$ cat src/rtl/load_store_unit.sv
// load_store_unit
//
// Bridges the single-cycle core's data-memory port to a handshaked data bus.
// The core's access (address, write data, funct3, memRead/memWrite) becomes one
// bus transaction with byte strobes. Load data returns sign- or zero-extended.
// The core is stalled until the access completes. Misaligned accesses, bus
// errors and bus timeouts are flagged.
//
// Ports
//   clk, rst                 clock (rising edge), async active-high reset
//   memRead, memWrite        core access request (memWrite wins if both set)
//   funct3                   access size / signedness
//   address, writeData       byte address and right-aligned store data
//   readData                 extended load data, valid in DONE
//   stall                    core must hold PC and inputs
//   misaligned               combinational alignment fault; no bus access made
//   busError                 one-cycle pulse on bus error or timeout
//   busReq/busWe/busAddr/busWdata/busStrb   registered bus request
//   busAck/busRdata/busErr   bus response
//
// Optional feature macro: LSU_STORE_BUFFER_EN
//   When defined, an aligned store seen in IDLE is captured without stalling
//   and drains over the bus in the background. Any access arriving during the
//   drain waits for the drain's busAck. Drain errors pulse busError one cycle
//   after the drain completes.
//
// state | meaning
// IDLE  | waiting for an access; decode alignment, launch the bus request
// REQ   | busReq held until busAck or timeout
// DONE  | result presented for one cycle; the core advances

module load_store_unit #(
    parameter int XLEN           = 32,
    parameter int TIMEOUT_CYCLES = 256
) (
    input  logic            clk,
    input  logic            rst,
    input  logic            memRead,
    input  logic            memWrite,
    input  logic [2:0]      funct3,
    input  logic [XLEN-1:0] address,
    input  logic [XLEN-1:0] writeData,
    output logic [XLEN-1:0] readData,
    output logic            stall,
    output logic            misaligned,
    output logic            busError,
    output logic            busReq,
    output logic            busWe,
    output logic [XLEN-1:0] busAddr,
    output logic [XLEN-1:0] busWdata,
    output logic [3:0]      busStrb,
    input  logic            busAck,
    input  logic [XLEN-1:0] busRdata,
    input  logic            busErr
);

    localparam int               CNT_W    = $clog2(TIMEOUT_CYCLES);
    localparam logic [CNT_W-1:0] CNT_LAST = CNT_W'(TIMEOUT_CYCLES - 1);

    typedef enum logic [1:0] {
        S_IDLE = 2'd0,
        S_REQ  = 2'd1,
        S_DONE = 2'd2
    } state_t;

    state_t            state_q, state_d;
    logic [CNT_W-1:0]  cnt_q;
    logic              busReq_q, busWe_q, busError_q;
    logic [XLEN-1:0]   busAddr_q, busWdata_q, readData_q;
    logic [3:0]        busStrb_q;
    logic [2:0]        f3_q;
    logic [1:0]        lane_q;

    logic              access, is_byte, is_half, aligned;
    logic [3:0]        strb_n;
    logic [XLEN-1:0]   wdata_n;
    logic [15:0]       lane_data;
    logic [XLEN-1:0]   load_ext;
    logic              start, req_end, end_err, stall_c, mis_c;
    logic              draining, buffer_store;

`ifdef LSU_STORE_BUFFER_EN
    logic drain_q;

    // In IDLE the buffer is always empty, so every aligned store is buffered.
    assign draining     = drain_q;
    assign buffer_store = memWrite;

    always_ff @(posedge clk or posedge rst) begin
        if (rst) begin
            drain_q <= 1'b0;
        end else if (start) begin
            drain_q <= memWrite;
        end
    end
`else
    assign draining     = 1'b0;
    assign buffer_store = 1'b0;
`endif

    // Access decode: funct3[1:0] picks the size; 011/11x fall through to word.
    always_comb begin
        access  = memRead | memWrite;
        is_byte = (funct3[1:0] == 2'b00);
        is_half = (funct3[1:0] == 2'b01);
        if (is_byte) begin
            aligned = 1'b1;
        end else if (is_half) begin
            aligned = ~address[0];
        end else begin
            aligned = (address[1:0] == 2'b00);
        end

        strb_n  = 4'b0000;
        wdata_n = '0;
        if (memWrite) begin
            if (is_byte) begin
                strb_n  = 4'b0001 << address[1:0];
                wdata_n = {4{writeData[7:0]}};
            end else if (is_half) begin
                strb_n  = address[1] ? 4'b1100 : 4'b0011;
                wdata_n = {2{writeData[15:0]}};
            end else begin
                strb_n  = 4'b1111;
                wdata_n = writeData;
            end
        end
    end

    // Load extraction uses the size/lane latched at launch, not live inputs.
    always_comb begin
        lane_data = 16'(busRdata >> {lane_q, 3'b000});
        case (f3_q)
            3'b000:  load_ext = {{24{lane_data[7]}}, lane_data[7:0]};
            3'b001:  load_ext = {{16{lane_data[15]}}, lane_data[15:0]};
            3'b100:  load_ext = {24'b0, lane_data[7:0]};
            3'b101:  load_ext = {16'b0, lane_data[15:0]};
            default: load_ext = busRdata;
        endcase
    end

    always_comb begin
        state_d = state_q;
        start   = 1'b0;
        req_end = 1'b0;
        end_err = 1'b0;
        stall_c = 1'b0;
        mis_c   = 1'b0;
        case (state_q)
            S_IDLE: begin
                if (access) begin
                    if (aligned) begin
                        start   = 1'b1;
                        state_d = S_REQ;
                        stall_c = ~buffer_store;
                    end else begin
                        mis_c = 1'b1;
                    end
                end
            end
            S_REQ: begin
                // A background drain only holds the core if it wants the bus.
                stall_c = draining ? access : 1'b1;
                // Ack is checked first so an ack on the expiry cycle wins.
                if (busAck) begin
                    req_end = 1'b1;
                    end_err = busErr;
                end else if (cnt_q == CNT_LAST) begin
                    req_end = 1'b1;
                    end_err = 1'b1;
                end
                if (req_end) begin
                    state_d = draining ? S_IDLE : S_DONE;
                end
            end
            S_DONE: begin
                state_d = S_IDLE;
            end
            default: begin
                state_d = S_IDLE;
            end
        endcase
    end

    always_ff @(posedge clk or posedge rst) begin
        if (rst) begin
            state_q <= S_IDLE;
        end else begin
            state_q <= state_d;
        end
    end

    always_ff @(posedge clk or posedge rst) begin
        if (rst) begin
            cnt_q      <= '0;
            busReq_q   <= 1'b0;
            busWe_q    <= 1'b0;
            busAddr_q  <= '0;
            busWdata_q <= '0;
            busStrb_q  <= 4'b0000;
            readData_q <= '0;
            busError_q <= 1'b0;
            f3_q       <= 3'b000;
            lane_q     <= 2'b00;
        end else begin
            busError_q <= req_end & end_err;
            if (start) begin
                busReq_q   <= 1'b1;
                busWe_q    <= memWrite;
                busAddr_q  <= {address[XLEN-1:2], 2'b00};
                busWdata_q <= wdata_n;
                busStrb_q  <= strb_n;
                f3_q       <= funct3;
                lane_q     <= address[1:0];
                cnt_q      <= '0;
            end else if (state_q == S_REQ) begin
                cnt_q <= cnt_q + 1'b1;
            end
            if (req_end) begin
                busReq_q <= 1'b0;
                if (!draining) begin
                    readData_q <= end_err ? '0 : load_ext;
                end
            end
        end
    end

    assign stall      = stall_c & ~rst;
    assign misaligned = mis_c & ~rst;
    assign busReq     = busReq_q;
    assign busWe      = busWe_q;
    assign busAddr    = busAddr_q;
    assign busWdata   = busWdata_q;
    assign busStrb    = busStrb_q;
    assign readData   = readData_q;
    assign busError   = busError_q;

endmodule

$ cat config.mk
export PLATFORM = sky130hd
export DESIGN_NAME = load_store_unit
export DESIGN_NICKNAME = d
export VERILOG_FILES = /design/src/rtl/load_store_unit.sv
export SDC_FILE = /design/constraint.sdc
export NUM_CORES = 1
export LEC_CHECK = 0
export BUFFER_PORTS_ARGS = -buffer_cell sky130_fd_sc_hd__buf_2
export CORE_UTILIZATION = 50
export DETAILED_ROUTE_END_ITERATION = 10
export PLACE_DENSITY = 0.81
export SKIP_LAST_GASP = 1
export SLEW_MARGIN = 30
export SYNTH_ARGS = -nofsm -noshare
export SYNTH_HDL_FRONTEND = slang
export SYNTH_SLANG_ARGS = --single-unit
$ cat constraint.sdc
create_clock -name clk -period 4.6 [get_ports clk]
set_input_delay 0.23 -clock clk [delete_from_list [all_inputs] [get_ports clk]]
set_output_delay 0.23 -clock clk [all_outputs]
set_load 0.005 [all_outputs]
==> impl_metrics.py, run 1 <==
metrics = {
    "place": {
        "io_buffers": 207,
        "routabilityCongestion": 0.956,
        "place_area_mm2": 0.00663,
        "hpwl_um": 10900,
        "pre_cts_slack_ns": 2.17,
    },
    "critical_path": {
        "critPathTopFamily": "compound AO/OA/AOI/OAI gates",
        "critPathMaxFanout": 57,
        "cp_slowest_stage_delay_ns": 0.76,
        "critPathKind": "flip-flop to output pin",
        "worstPathRequired_ns": 4.37,
        "end_kind": "output pin",
        "cp_num_buf_inv": 1,
        "reg2reg_to": "readData[22]",
        "crit_chain": "o21bai_1 -> a2111o_2 -> a211oi_2 -> buf_2",
        "rr_worst_depth": 4,
        "crit_slowest_cell": "a2111o_2",
        "worst_setup_path_start_kind": "flip-flop",
        "cp.arrival_ns": 2.31,
        "timing.rr.start": "lane_q[1]",
        "cp_num_cells": 4,
        "r2r_slack_ns": 2.20,
    },
    "timing": {
        "max_freq_ghz": 0.394,
        "tightest_slew_ns": 0.876,
        "setup_tns_ns": 0,
        "timing.final.ws_setup_ns": 2.06,
        "setup_viol": 0,
        "hold_viol": 0,
        "max_slew_margin": 0.416,
        "rsz0062_at_grt": "false",
        "hold_ws_ns": 0.00729,
        "min_period_ns": 2.54,
        "clock_skew_ns": 0.00879,
        "slew_violations": 0,
        "post-route-period-util": 0.552,
    },
    "power_and_ir_drop": {
        "swShare": 0.339,
        "finalPower_mw": 4.15,
        "p_comb_frac": 0.286,
        "p_seq_frac": 0.403,
        "clockPowerShare": 0.311,
        "power.density_mw_per_mm2": 573,
        "p_leak_nw": 3.88,
        "peakVddDrop_v": 0.000287,
        "power.switching_mw": 1.40,
        "internal_power_mw": 2.74,
    },
    "die": {
        "dieArea_mm2": 0.0117,
        "fp.dieH_um": 108,
        "rows": 38,
        "die_w_um": 108,
        "core-area_mm2": 0.0109,
        "initial_utilization": 0.517,
        "pin_count": 210,
    },
    "job": {
        "drv_cap": 0,
    },
    "clock_network": {
        "cts_buffer_depth": 2,
        "clk_pin_slew_ns": 0.06,
        "cts-root-buf": "clkbuf_16",
        "cts_resized": 0,
        "numCtsBuffers": 17,
        "clk_latency_ns": 0.41,
        "h-tree-depth": 4,
        "cts_sinks": 116,
        "cts_tree": "yes",
    },
    "synthesis": {
        "synth_area_per_cell_um2": 9.29,
        "synthFlopType": "dfrtp_1",
        "synth.cell_area_mm2": 0.00566,
        "netlist_instances": 609,
        "synth_edf_count": 0,
        "yosys.area.top_type": "dfrtp_1",
        "ys_ff_latch": 116,
        "synth.top_cell.area_share": 0.513,
        "yosys-top-cells-area": "dfrtp_1 (51%), nand2_1 (14%), mux2i_1 (4.6%), o21ai_0 (4.6%), nand3_1 (3.0%)",
        "synth_async_sr_flop_share": 1.00,
        "ys_seq_area_frac": 0.513,
        "yosysMostFrequentCell": "nand2_1",
        "synth.distinct_cells": 45,
        "synth_warnings": 0,
        "ys_top_cells_by_count": "nand2_1 (207), dfrtp_1 (116), o21ai_0 (52), nand3_1 (34), mux2i_1 (26)",
    },
    "detailed_routing": {
        "via_per_inst": 5.52,
        "vias": 5235,
        "dr.pass1.iters": 5,
        "route.detailed.drc": 0,
        "routedWlPerCell_um": 16.4,
        "routed_wirelength_um": 15600,
        "first_iter_violations": 400,
        "final_antenna_net_count": 0,
    },
    "layout": {
        "area_growth_pct": 28.0,
        "fillCellCount": 883,
        "postLayoutCellArea_mm2": 0.00724,
        "drive_gt1_frac": 0.324,
        "final_nets": 901,
        "diodes": 0,
    },
    "global_route": {
        "grt_pass1_vias": 5078,
        "grt_first_pass_wirelength_um": 24600,
        "busiest_layer": "met2",
        "antenna_found_initial": 0,
        "use_met3": 0.0687,
        "grt_usage": 0.275,
        "grt_remaining_overflow": 0,
        "grt_max_degree": 69,
        "gr-usage-met1": 0.351,
        "gr-usage-met2": 0.429,
    },
    "min_path": {
        "hp-class": "primary input to async pin",
    },
    "run_status": {
        "status": "finished, final reports clean",
    },
}
area by class of cell:
class,instances,area [um2],area share
sequential,116,2900,0.401
multi-input combinational,442,2460,0.340
timing repair buffer,214,1100,0.151
clock buffer,17,425,0.0588
tap,140,175,0.0242
clock inverter,15,158,0.0218
inverter,4,17.5,0.00242
how the worst max path moves through the flow:
stage                     from          end  slack (ns)
floorplan                  rst  busAddr[10]        1.30
global route        state_q[0]        stall        1.98
finish              state_q[0]        stall        2.06
global placement      memWrite  busWdata[1]        2.23
detailed placement    memWrite  busWdata[7]        2.17
CTS                 state_q[0]        stall        2.06
kinds of logic (layout without fill, tap and decap cells):
logic type                 Yosys count  in the layout  synth area share
DFF                                116            116             0.513
AOI/OAI and AO/OA                  103            103             0.132
muxes                               36             36            0.0673
buffers and inverters               52            250            0.0524
xor gates and xnor gates             5              5           0.00774
and+or+nand+nor                    295            295             0.225
adders and majority gates            1              1           0.00221
other                                1              2          0.000663
power groups by stage:
stage / logic (mW) / clock network (mW) / registers (mW)
floorplan: 0.702 / 0 / 1.62
detailed placement: 1.19 / 0 / 1.67
global placement: 1.14 / 0 / 1.66
CTS: 1.19 / 1.31 / 1.67
global route: 1.33 / 1.35 / 1.71
finish: 1.19 / 1.29 / 1.67
cell usage in the layout, fill, tap and decap left out, types with 2 or more instances in the layout:
master | synthesis | final
clkbuf_16 | 0 | 17
dlygate4sd3_1 | 0 | 3
a21oi_1 | 4 | 4
nand2_1 | 207 | 207
buf_4 | 3 | 4
a2bb2oi_1 | 14 | 14
bufinv_16 | 0 | 2
mux2i_1 | 26 | 26
mux2_4 | 2 | 2
inv_6 | 0 | 2
nor2b_1 | 4 | 4
nand3_1 | 34 | 34
nor3b_1 | 10 | 10
nand4_1 | 3 | 3
mux2_2 | 8 | 8
nand2b_1 | 13 | 12
clkinv_2 | 0 | 3
o221ai_1 | 7 | 7
buf_2 | 12 | 207
clkinvlp_4 | 0 | 4
xor2_1 | 4 | 4
o21ai_0 | 52 | 52
o31ai_1 | 8 | 8
dfrtp_1 | 116 | 116
nor3_1 | 3 | 3
a221o_1 | 7 | 7
conb_1 | 1 | 2
clkinv_4 | 0 | 4
nor2_1 | 14 | 14
a22o_1 | 2 | 2
inv_1 | 4 | 3
state kept, by name (all words and copies together), names as in the netlist:
name / count
busReq: 1
busWdata: 32
lane_q: 2
f3_q: 3
cnt_q: 8
state_q: 2
busWe: 1
busStrb: 4
readData: 32
busAddr: 30
busError: 1
repair_timing:
action / 4_1_cts / 5_1_grt
endpoints found under the setup margin: 0 / 0
endpoints found under the hold margin: 3 / 0
buffers inserted: 0 / 0
hold buffers: 3 / 0
layer usage:
layer / up-vias / part of all wire
li1: 2444 / -
met1: 2471 / 0.42
met2: 271 / 0.46
met3: 49 / 0.079
met4: 0 / 0.040
met5: - / 0
stage by stage:
| stage | std cells | utilization |
|---|---|---|
| CTS | 948 | 0.662 |
| floorplan | 610 | - |
| global route | 948 | 0.662 |
| detailed placement | 913 | 0.606 |
| finish | 948 | 0.662 |
| global placement | 913 | 0.606 |
Note: power is estimated with default switching activity, not from simulation.
==> inputs of run 2 (changes only) <==
--- a/config.mk
+++ b/config.mk
@@ -6,9 +6,9 @@
 export NUM_CORES = 1
 export LEC_CHECK = 0
 export BUFFER_PORTS_ARGS = -buffer_cell sky130_fd_sc_hd__buf_2
-export CORE_UTILIZATION = 50
+export CORE_UTILIZATION = 45
 export DETAILED_ROUTE_END_ITERATION = 10
-export PLACE_DENSITY = 0.81
+export PLACE_DENSITY = 0.77
 export SKIP_LAST_GASP = 1
 export SLEW_MARGIN = 30
 export SYNTH_ARGS = -nofsm -noshare
==> constraint.sdc (replaced) <==
create_clock -name clk -period 2.1 [get_ports clk]
set_input_delay 0.105 -clock clk [delete_from_list [all_inputs] [get_ports clk]]
set_output_delay 0.105 -clock clk [all_outputs]
set_load 0.005 [all_outputs]
==> impl_metrics.py, run 2 (synthesis gave the netlist of run 1 again) <==
metrics = {
    "detailed_routing": {
        "vias": 5462,
        "routed_wirelength_um": 16700,
        "first_iter_violations": 457,
        "routedWlPerCell_um": 16.1,
        "final_antenna_net_count": 0,
        "route.detailed.drc": 0,
        "via_per_inst": 5.25,
        "dr.pass1.iters": 9,
    },
    "die": {
        "rows": 40,
        "initial_utilization": 0.467,
        "die_w_um": 114,
        "fp.dieH_um": 114,
        "core-area_mm2": 0.0121,
        "pin_count": 210,
        "dieArea_mm2": 0.0130,
    },
    "run_status": {
        "status": "finished, final reports clean",
    },
    "layout": {
        "final_nets": 967,
        "fin_cells": 1041,
        "fillCellCount": 980,
        "final_cell_mix": "nand2_1 (207), buf_2 (207), dfrtp_1 (116)",
        "fin_util": 0.659,
        "drive_gt1_frac": 0.311,
        "area_growth_pct": 41.1,
    },
    "timing": {
        "setup_tns_ns": 0,
        "max_slew_margin": 0.613,
        "min_period_ns": 1.97,
        "tightest_slew_ns": 0.580,
        "setup_viol": 0,
        "max_freq_ghz": 0.506,
        "clock_skew_ns": 0.0176,
        "post-route-period-util": 0.940,
        "hold_viol": 0,
        "rsz0062_at_grt": "false",
        "slew_violations": 0,
    },
    "global_route": {
        "gr-usage-met1": 0.326,
        "antenna_found_initial": 1,
        "use_met3": 0.0741,
        "busiest_layer": "met2",
        "grt_usage": 0.266,
        "grt_pass1_vias": 5311,
        "grt_first_pass_wirelength_um": 26600,
        "gr-usage-met2": 0.442,
        "grt_remaining_overflow": 0,
        "grt_max_degree": 94,
    },
    "clock_network": {
        "post-cts-setup-buffers": 0,
        "clk_pin_slew_ns": 0.05,
        "cts_sinks": 116,
        "h-tree-depth": 4,
        "holdBufCountCts": 56,
        "cts-root-buf": "clkbuf_16",
        "numCtsBuffers": 17,
        "cts_tree": "yes",
        "cts_buffer_depth": 2,
        "clk_latency_ns": 0.41,
        "cts_resized": 0,
    },
    "critical_path": {
        "crit_chain": "o21bai_1 -> a2111o_2 -> a211oi_2 -> buf_2",
        "crit_slowest_cell": "a2111o_2",
        "end_kind": "output pin",
        "cp_num_buf_inv": 1,
        "critPathTopFamily": "compound AO/OA/AOI/OAI gates",
        "cp_slowest_stage_delay_ns": 0.44,
        "cp.arrival_ns": 1.87,
        "worstPathRequired_ns": 2.00,
        "critPathMaxFanout": 4,
        "critPathKind": "flip-flop to output pin",
        "worst_setup_path_start_kind": "flip-flop",
    },
    "place": {
        "io_buffers": 207,
        "dp.cells": 954,
        "routabilityCongestion": 0.898,
        "hpwl_um": 10800,
    },
    "power_and_ir_drop": {
        "p_comb_frac": 0.302,
        "power.switching_mw": 3.00,
        "p_leak_nw": 4.21,
        "internal_power_mw": 6.46,
        "p_seq_frac": 0.377,
        "power.density_mw_per_mm2": 1190,
        "finalPower_mw": 9.46,
        "peakVddDrop_v": 0.000682,
        "clockPowerShare": 0.322,
        "swShare": 0.317,
    },
    "job": {
        "drv_cap": 0,
    },
    "min_path": {
        "hp-class": "primary input to flip-flop",
    },
}
## run 2: changes by cell type in the layout (fill, tap and decap cells not counted), moves of 3 or more
cell / previous run / this run
dlygate4sd3_1: 3 / 56
buf_4: 4 / 14
buf_12: 0 / 3
clkbuf_8: 0 / 3
clkinvlp_4: 4 / 1
## run 2: tightest hold or removal path, cell delays in order
cell	delay, ns
buf_2	0.13
nand2_1	0.06
o21ai_0	0.08
## run 2: path summary, 6_finish.rpt
kind | slack [ns] | startpoint | cells past startpoint | to
worst max-delay path | 0.13 | state_q[0] | 4 | stall
worst min-delay path | 0.01 | writeData[3] | 3 | busWdata[3]
worst max register to register | 0.27 | cnt_q[0] | 5 | readData[14]
worst min register to register | 0.46 | busWdata[20] | 2 | busWdata[20]
max in group asynchronous | 1.00 | rst | 4 | busReq
min in group asynchronous | 0.25 | rst | 3 | state_q[0]
## run 2: metal layers
metal	up-vias	part of all wire
met2	296	0.48
li1	2573	-
met4	0	0.028
met1	2549	0.41
met3	44	0.085
met5	-	0
## run 2: final cells by class
type | count | area (um2) | area share
flip-flops and latches | 116 | 2900 | 0.364
diodes | 1 | 2.50 | 0.000314
multi-input cells | 442 | 2460 | 0.308
clock buffers | 21 | 470 | 0.0590
clock inverters | 9 | 153 | 0.0191
inverters | 4 | 18.8 | 0.00235
repair buffers | 280 | 1760 | 0.221
well taps | 168 | 210 | 0.0263
## run 2: power by group through the flow
stage | logic [mW] | registers [mW] | clock network, mW
6_report | 2.85 | 3.56 | 3.04
3_3_place_gp | 2.67 | 3.56 | 0
4_1_cts | 2.83 | 3.55 | 3.08
5_1_grt | 3.18 | 3.66 | 3.18
3_5_place_dp | 2.74 | 3.56 | 0
2_1_floorplan | 1.54 | 3.54 | 0
## run 2: per-stage QoR
| step | cell area, um2 | hold WS, ns | worst slack (ns) |
|---|---|---|---|
| CTS | 7980 | 0.000342 | 0.105 |
| floorplan | 5660 | 0.210 | 0.436 |
| detailed placement | 6790 | 0.0993 | 0.307 |
| global placement | 6790 | 0.0995 | 0.351 |
| finish | 7980 | 0.0147 | 0.126 |
| global route | 7980 | 0.00393 | 0.0622 |
